$ cat src/rtl/pc_ras_unit.sv
// Program counter with a return-address stack for zero-latency predicted returns.
// Define RAS_OVERFLOW_WRAP_EN to overwrite the oldest entry on a push into a full stack.
module pc_ras_unit #(
    parameter int                PC_W       = 32,
    parameter int                INC        = 2,
    parameter logic [PC_W-1:0]   START_ADDR = {PC_W{1'b0}},
    parameter int                RAS_DEPTH  = 8
) (
    input  logic            clk_i,
    input  logic            reset_i,
    input  logic            stall_i,
    input  logic            branch_wb_i,
    input  logic [PC_W-1:0] wb_pc_i,
    input  logic            take_branch_i,
    input  logic [PC_W-1:0] branch_pc_i,
    input  logic            call_i,
    input  logic            ret_i,
    output logic [PC_W-1:0] program_counter_o,
    output logic            is_valid_o,
    output logic            ras_empty_o,
    output logic            ras_full_o,
    output logic            ras_ovf_o
);

    localparam int              PTR_W      = (RAS_DEPTH > 1) ? $clog2(RAS_DEPTH) : 1;
    localparam int              CNT_W      = PTR_W + 1;
    localparam logic [CNT_W-1:0] DEPTH_C   = CNT_W'(RAS_DEPTH);
    localparam logic [PC_W-1:0] INC_C      = PC_W'(INC);
    localparam logic [PC_W-1:0] ALIGN_MASK = {{(PC_W-1){1'b1}}, 1'b0};

    logic [PC_W-1:0]  pc_r;
    logic             valid_r;
    logic [PTR_W-1:0] ptr_r;
    logic [CNT_W-1:0] cnt_r;
    logic             ovf_r;
    logic             empty_r;
    logic             full_r;
    logic [PC_W-1:0]  ras_mem_r [RAS_DEPTH];

    logic [PTR_W-1:0] top_idx_s;
    logic [PC_W-1:0]  ras_top_s;
    logic [PC_W-1:0]  pc_inc_s;
    logic             stack_empty_s;
    logic             stack_full_s;
    logic             push_s;
    logic             pop_s;
    logic [PC_W-1:0]  pc_nxt_s;
    logic [PTR_W-1:0] ptr_nxt_s;
    logic [CNT_W-1:0] cnt_nxt_s;
    logic             ovf_nxt_s;
    logic             wr_en_s;

    function automatic logic [PC_W-1:0] align_pc(input logic [PC_W-1:0] addr);
        return addr & ALIGN_MASK;
    endfunction

    // Stack top lookup and push/pop qualification
    always_comb begin
        top_idx_s     = ptr_r - PTR_W'(1);
        ras_top_s     = ras_mem_r[top_idx_s];
        pc_inc_s      = pc_r + INC_C;
        stack_empty_s = (cnt_r == {CNT_W{1'b0}});
        stack_full_s  = (cnt_r == DEPTH_C);
        push_s        = take_branch_i && call_i && !stall_i && !branch_wb_i;
        pop_s         = ret_i && !take_branch_i && !stall_i && !branch_wb_i && !stack_empty_s;
    end

    // Next-PC selection in priority order
    always_comb begin
        pc_nxt_s = pc_r;
        if (stall_i) begin
            pc_nxt_s = pc_r;
        end else if (branch_wb_i) begin
            pc_nxt_s = align_pc(wb_pc_i);
        end else if (take_branch_i) begin
            pc_nxt_s = align_pc(branch_pc_i);
        end else if (ret_i && !stack_empty_s) begin
            pc_nxt_s = align_pc(ras_top_s);
        end else begin
            pc_nxt_s = pc_inc_s;
        end
    end

    // Stack pointer, occupancy and overflow update
    always_comb begin
        ptr_nxt_s = ptr_r;
        cnt_nxt_s = cnt_r;
        ovf_nxt_s = ovf_r;
        wr_en_s   = 1'b0;
        if (push_s) begin
            if (stack_full_s) begin
                ovf_nxt_s = 1'b1;
`ifdef RAS_OVERFLOW_WRAP_EN
                // ptr_r points at the oldest entry when full
                wr_en_s   = 1'b1;
                ptr_nxt_s = ptr_r + PTR_W'(1);
`else
                wr_en_s   = 1'b0;
`endif
            end else begin
                wr_en_s   = 1'b1;
                ptr_nxt_s = ptr_r + PTR_W'(1);
                cnt_nxt_s = cnt_r + CNT_W'(1);
            end
        end else if (pop_s) begin
            ptr_nxt_s = ptr_r - PTR_W'(1);
            cnt_nxt_s = cnt_r - CNT_W'(1);
        end else begin
            ptr_nxt_s = ptr_r;
        end
    end

    // Control state registers with synchronous reset
    always_ff @(posedge clk_i) begin
        if (reset_i) begin
            pc_r    <= START_ADDR;
            valid_r <= 1'b0;
            ptr_r   <= {PTR_W{1'b0}};
            cnt_r   <= {CNT_W{1'b0}};
            ovf_r   <= 1'b0;
            empty_r <= 1'b1;
            full_r  <= 1'b0;
        end else begin
            pc_r    <= pc_nxt_s;
            valid_r <= 1'b1;
            ptr_r   <= ptr_nxt_s;
            cnt_r   <= cnt_nxt_s;
            ovf_r   <= ovf_nxt_s;
            empty_r <= (cnt_nxt_s == {CNT_W{1'b0}});
            full_r  <= (cnt_nxt_s == DEPTH_C);
        end
    end

    // Stack entry storage; contents are don't-care after reset
    always_ff @(posedge clk_i) begin
        if (!reset_i && wr_en_s) begin
            ras_mem_r[ptr_r] <= pc_inc_s;
        end
    end

    assign program_counter_o = pc_r;
    assign is_valid_o        = valid_r;
    assign ras_empty_o       = empty_r;
    assign ras_full_o        = full_r;
    assign ras_ovf_o         = ras_ovf_r_alias();

    function automatic logic ras_ovf_r_alias();
        return ovf_r;
    endfunction

endmodule

$ cat config.mk
export PLATFORM = sky130hd
export DESIGN_NAME = pc_ras_unit
export DESIGN_NICKNAME = d
export VERILOG_FILES = /design/src/rtl/pc_ras_unit.sv
export SDC_FILE = /design/constraint.sdc
export NUM_CORES = 1
export LEC_CHECK = 0
export CAP_MARGIN = 20
export CORE_ASPECT_RATIO = 0.75
export CORE_MARGIN = 4
export CORE_UTILIZATION = 40
export CTS_BUF_LIST = sky130_fd_sc_hd__clkbuf_8
export CTS_CLUSTER_DIAMETER = 50
export DETAILED_ROUTE_END_ITERATION = 6
export HOLD_SLACK_MARGIN = 0.1
export PLACE_DENSITY = 0.72
export SKIP_LAST_GASP = 1
export SLEW_MARGIN = 20
export SYNTH_ARGS = -nofsm -noshare
export SYNTH_HDL_FRONTEND = slang
export SYNTH_SLANG_ARGS = --single-unit
$ cat constraint.sdc
create_clock -name clk_i -period 4.2 [get_ports clk_i]
set_input_delay 0.84 -clock clk_i [delete_from_list [all_inputs] [get_ports clk_i]]
set_output_delay 0.84 -clock clk_i [all_outputs]
set_load 0.005 [all_outputs]
==> impl_metrics.toml <==
[placement]
placement_stage_worst_setup_slack_ns = 0.685
hpwlAfterDp_um = 21100
placement.io_buffers = 103
gp_congestion = 0.834

[detailed_routing]
vias_per_cell = 5.78
mean_routed_wirelength_per_cell_um = 23.6
routed-via-count = 8095
drt_iter0_drc = 874
totalWireLength_um = 33100
drtPass1Iterations = 5
ant_nets = 0
remaining_drc_errors = 0

[cts]
post_cts_resized = 0
num_cts_buffers = 44
clock_tree_from_tritoncts = "yes"
hold_buffers = 0
post_cts_buffers = 0
cts.root.buffer_cell = "sky130_fd_sc_hd__clkbuf_8"
insertion_delay_ns = 0.58
tritoncts_num_sinks = 290
htree_num_levels = 2
clock_tree.buffer_depth = 3
worst_setup_hold_path_clk_slew_ns = 0.06

[floorplan]
die-width_um = 213
start_util = 0.405
design.portCount = 107
rows = 56
dieArea_um2 = 34600
die_height_um = 162
design.core.area_um2 = 31300

[timing]
post-route-period-util = 0.701
worst_margin_pin_slew_ns = 0.965
tns_ns = 0
finalClockSkew_ns = 0.0305
timing.fmax_mhz = 340
timing.final.max_slew_violations = 0
maxSlewHeadroom = 0.355
unrepaired_setup_endpoints_after_global_routing = "no"
hold_viol_final = 0
finalCriticalPeriod_ns = 2.95
crit_path_setup_slack_layout_ns = 1.25
setup_viol_count_final = 0

[synth]
synth_top_cell_by_area = "sky130_fd_sc_hd__edfxtp_1"
post-synth-top-area-fraction = 0.589
muxShareOfSynthArea = 0.136
yosys_register_bits = 290
synthesis.area_um2 = 12600
synth-xor-area-share = 0.0181
synth_area_in_compound_gates = 0.0849
synth_top_cells_by_area = "sky130_fd_sc_hd__edfxtp_1 (59%), sky130_fd_sc_hd__mux4_2 (10%), sky130_fd_sc_hd__dfxtp_1 (6.6%), sky130_fd_sc_hd__mux2i_1 (2.8%), sky130_fd_sc_hd__a21oi_1 (1.9%)"
postSynthAreaPerCell_um2 = 15.2
main_combinational_cell_family_by_area_after_synthesis = "multiplexers"
yosysSeqAreaShare = 0.655
synth_cell_type_count = 65
netlist_instances = 833
async_reset_ff_frac = 0
synthesis.yosys.warnings = 0
yosys-top-cells-count = "sky130_fd_sc_hd__edfxtp_1 (248), sky130_fd_sc_hd__mux4_2 (58), sky130_fd_sc_hd__nor2_1 (51), sky130_fd_sc_hd__a21oi_1 (48), sky130_fd_sc_hd__dfxtp_1 (42)"
post_synth_edffs = 248
post_synth_fa_ha_maj_area_fraction = 0.00495
synth_simple_gate_area_share = 0.0776
synthesis.nets = 909
yosys_most_used_dff = "sky130_fd_sc_hd__edfxtp_1"
yosys.cell_count.top_type = "sky130_fd_sc_hd__edfxtp_1"

[critical_path]
worst-endpoint-arrival_ns = 3.21
path_class = "in -> reg"
cp-end-kind = "flop"
cp_slowest_stage_delay_ns = 0.58
cp_cell_sequence = "clkdlybuf4s50_1 > nor4bb_1 > buf_4 > o21ai_1 > nor2_1 > nand2_1 > nor2_4 > buf_12"
regToRegEndpoint = "program_counter_o[4]"
timing.reg2reg.setup_slack_ns = 1.35
critical_path.startpoint_type = "input pin"
crit_path_start = "call_i"
required_ns = 4.47
worst_path_max_delay_cell = "sky130_fd_sc_hd__nor2_4"
path_max_fanout = 12
worst_r2r_path_depth = 8
critical_path.endpoint = "ras_mem_r[3][23]"
critical_register_to_register_path_startpoint = "ptr_r[1]"

[power]
comb_power_share = 0.094
seq_power_share = 0.535
p_int_uw = 4560
power.share.switching = 0.242
worst_ir_drop_vdd_mv = 0.205
power_density_nw_per_um2 = 397
power.leakage_uw = 0.00511
power_frac_clock = 0.371
switchingPower_uw = 1460

[global_routing]
first_pass_grt_wire_length_um = 49400
grt_usage = 0.190
maximum_number_of_pins_on_one_net_before_global_route_repair = 71
grt_pass1_vias = 8069
global_route.overflow_total = 0
antenna_found_initial = 0

[worst_hold_path]
tightest_hold_check_type = "reg -> reg"

[final_layout]
area_growth_pct = 19.8
post_route_cells_drive_above_1_share = 0.173
num-nets-final = 1036
diodes = 0
final_core_utilization = 0.485

[run]
cap_viol_max_count = 0

[run_status]
outcome = "completed"
cells by family after synthesis:
group	count (synthesis)
compound gates	162
xor+xnor	24
fa+ha+maj	5
buf+inv	66
flops	290
mux	97
other cells	1
simple gates	188
flip-flops by register name (all words and copies together) (netlist names):
register           count
is_valid_o             1
ras_ovf_o              1
program_counter_o     31
cnt_r                  4
ras_full_o             1
ptr_r                  3
ras_empty_o            1
ras_mem_r            248
worst max-delay path, delay by kind of cell:
kind                   cells  cell delay (ns)
buffers and inverters      3             0.97
AO/OA/AOI/OAI              1             0.12
AND/OR/NAND/NOR            4             1.27
metal layers:
metal / wire (um) / up-vias / track usage
li1: - / 3602 / -
met4: 519 / 0 / 0.0491
met2: 15000 / 416 / 0.286
met3: 3600 / 43 / 0.0606
met5: 0 / - / 0
met1: 14000 / 4034 / 0.268
per-stage QoR:
stage	power [uW]	cells	instance area [um2]	hold WS (ns)
2_1_floorplan	3590	833	12700	0.460
4_1_cts	6050	1401	15200	0.506
6_report	6010	1401	15200	0.502
3_3_place_gp	3830	1320	14300	0.476
3_5_place_dp	3840	1320	14300	0.488
5_1_grt	6240	1401	15200	0.555
area by class of cell:
class,count,area (um2)
clock buffer,48,661
clock inverter,33,178
fill,2688,16100
inverter,16,60.1
multi-input combinational,477,4140
sequential,290,8290
tap,406,508
timing repair buffer,131,1320
power by group through the flow:
stage	logic, uW	clock network [uW]	registers [uW]
after floorplan	339	0	3260
after global placement	554	0	3280
after detailed placement	562	0	3280
after CTS	565	2270	3220
after global routing	607	2420	3220
final	563	2230	3220
worst min path at each step:
stage	slack [ns]	from	to	depth (start not counted)
3_5_place_dp	0.49	ras_ovf_o	ras_ovf_o	2
5_1_grt	0.56	ras_ovf_o	ras_ovf_o	2
3_3_place_gp	0.48	ras_ovf_o	ras_ovf_o	2
2_1_floorplan	0.46	ras_ovf_o	ras_ovf_o	2
4_1_cts	0.51	ras_ovf_o	ras_ovf_o	2
6_report	0.50	ras_ovf_o	ras_ovf_o	2
layout by cell type, fill, tap and decap left out, types with 4 or more instances in the layout:
cell type                         synthesis  final
sky130_fd_sc_hd__a211oi_1                 6      6
sky130_fd_sc_hd__a21oi_1                 48     48
sky130_fd_sc_hd__a221oi_1                10     10
sky130_fd_sc_hd__a22oi_1                 19     19
sky130_fd_sc_hd__a31oi_1                  4      4
sky130_fd_sc_hd__and3_1                   7      7
sky130_fd_sc_hd__and4_1                   7      7
sky130_fd_sc_hd__buf_12                   0      7
sky130_fd_sc_hd__buf_4                    4     21
sky130_fd_sc_hd__clkbuf_8                 0     48
sky130_fd_sc_hd__clkdlybuf4s50_1          0    101
sky130_fd_sc_hd__clkinv_1                 0     10
sky130_fd_sc_hd__clkinv_2                 0      9
sky130_fd_sc_hd__dfxtp_1                 42     41
sky130_fd_sc_hd__edfxtp_1               248    248
sky130_fd_sc_hd__ha_1                     5      4
sky130_fd_sc_hd__inv_1                   15     25
sky130_fd_sc_hd__mux2i_1                 35     35
sky130_fd_sc_hd__mux4_2                  58     58
sky130_fd_sc_hd__nand2_1                 38     38
sky130_fd_sc_hd__nand2b_1                 4      4
sky130_fd_sc_hd__nand3_1                 18     18
sky130_fd_sc_hd__nand4_1                  8      8
sky130_fd_sc_hd__nor2_1                  51     45
sky130_fd_sc_hd__nor2_4                   0      6
sky130_fd_sc_hd__nor2b_1                  5      4
sky130_fd_sc_hd__nor3_1                  13     11
sky130_fd_sc_hd__nor4_1                  10     10
sky130_fd_sc_hd__o21ai_0                  4      4
sky130_fd_sc_hd__o21ai_1                 16     16
sky130_fd_sc_hd__o22ai_1                 19     19
sky130_fd_sc_hd__o31a_1                   6      6
sky130_fd_sc_hd__o31ai_1                  9      9
sky130_fd_sc_hd__or2_1                   10     10
sky130_fd_sc_hd__xnor2_1                 16     16
sky130_fd_sc_hd__xor2_1                   7      7
Note: power is estimated with default switching activity, not from simulation.
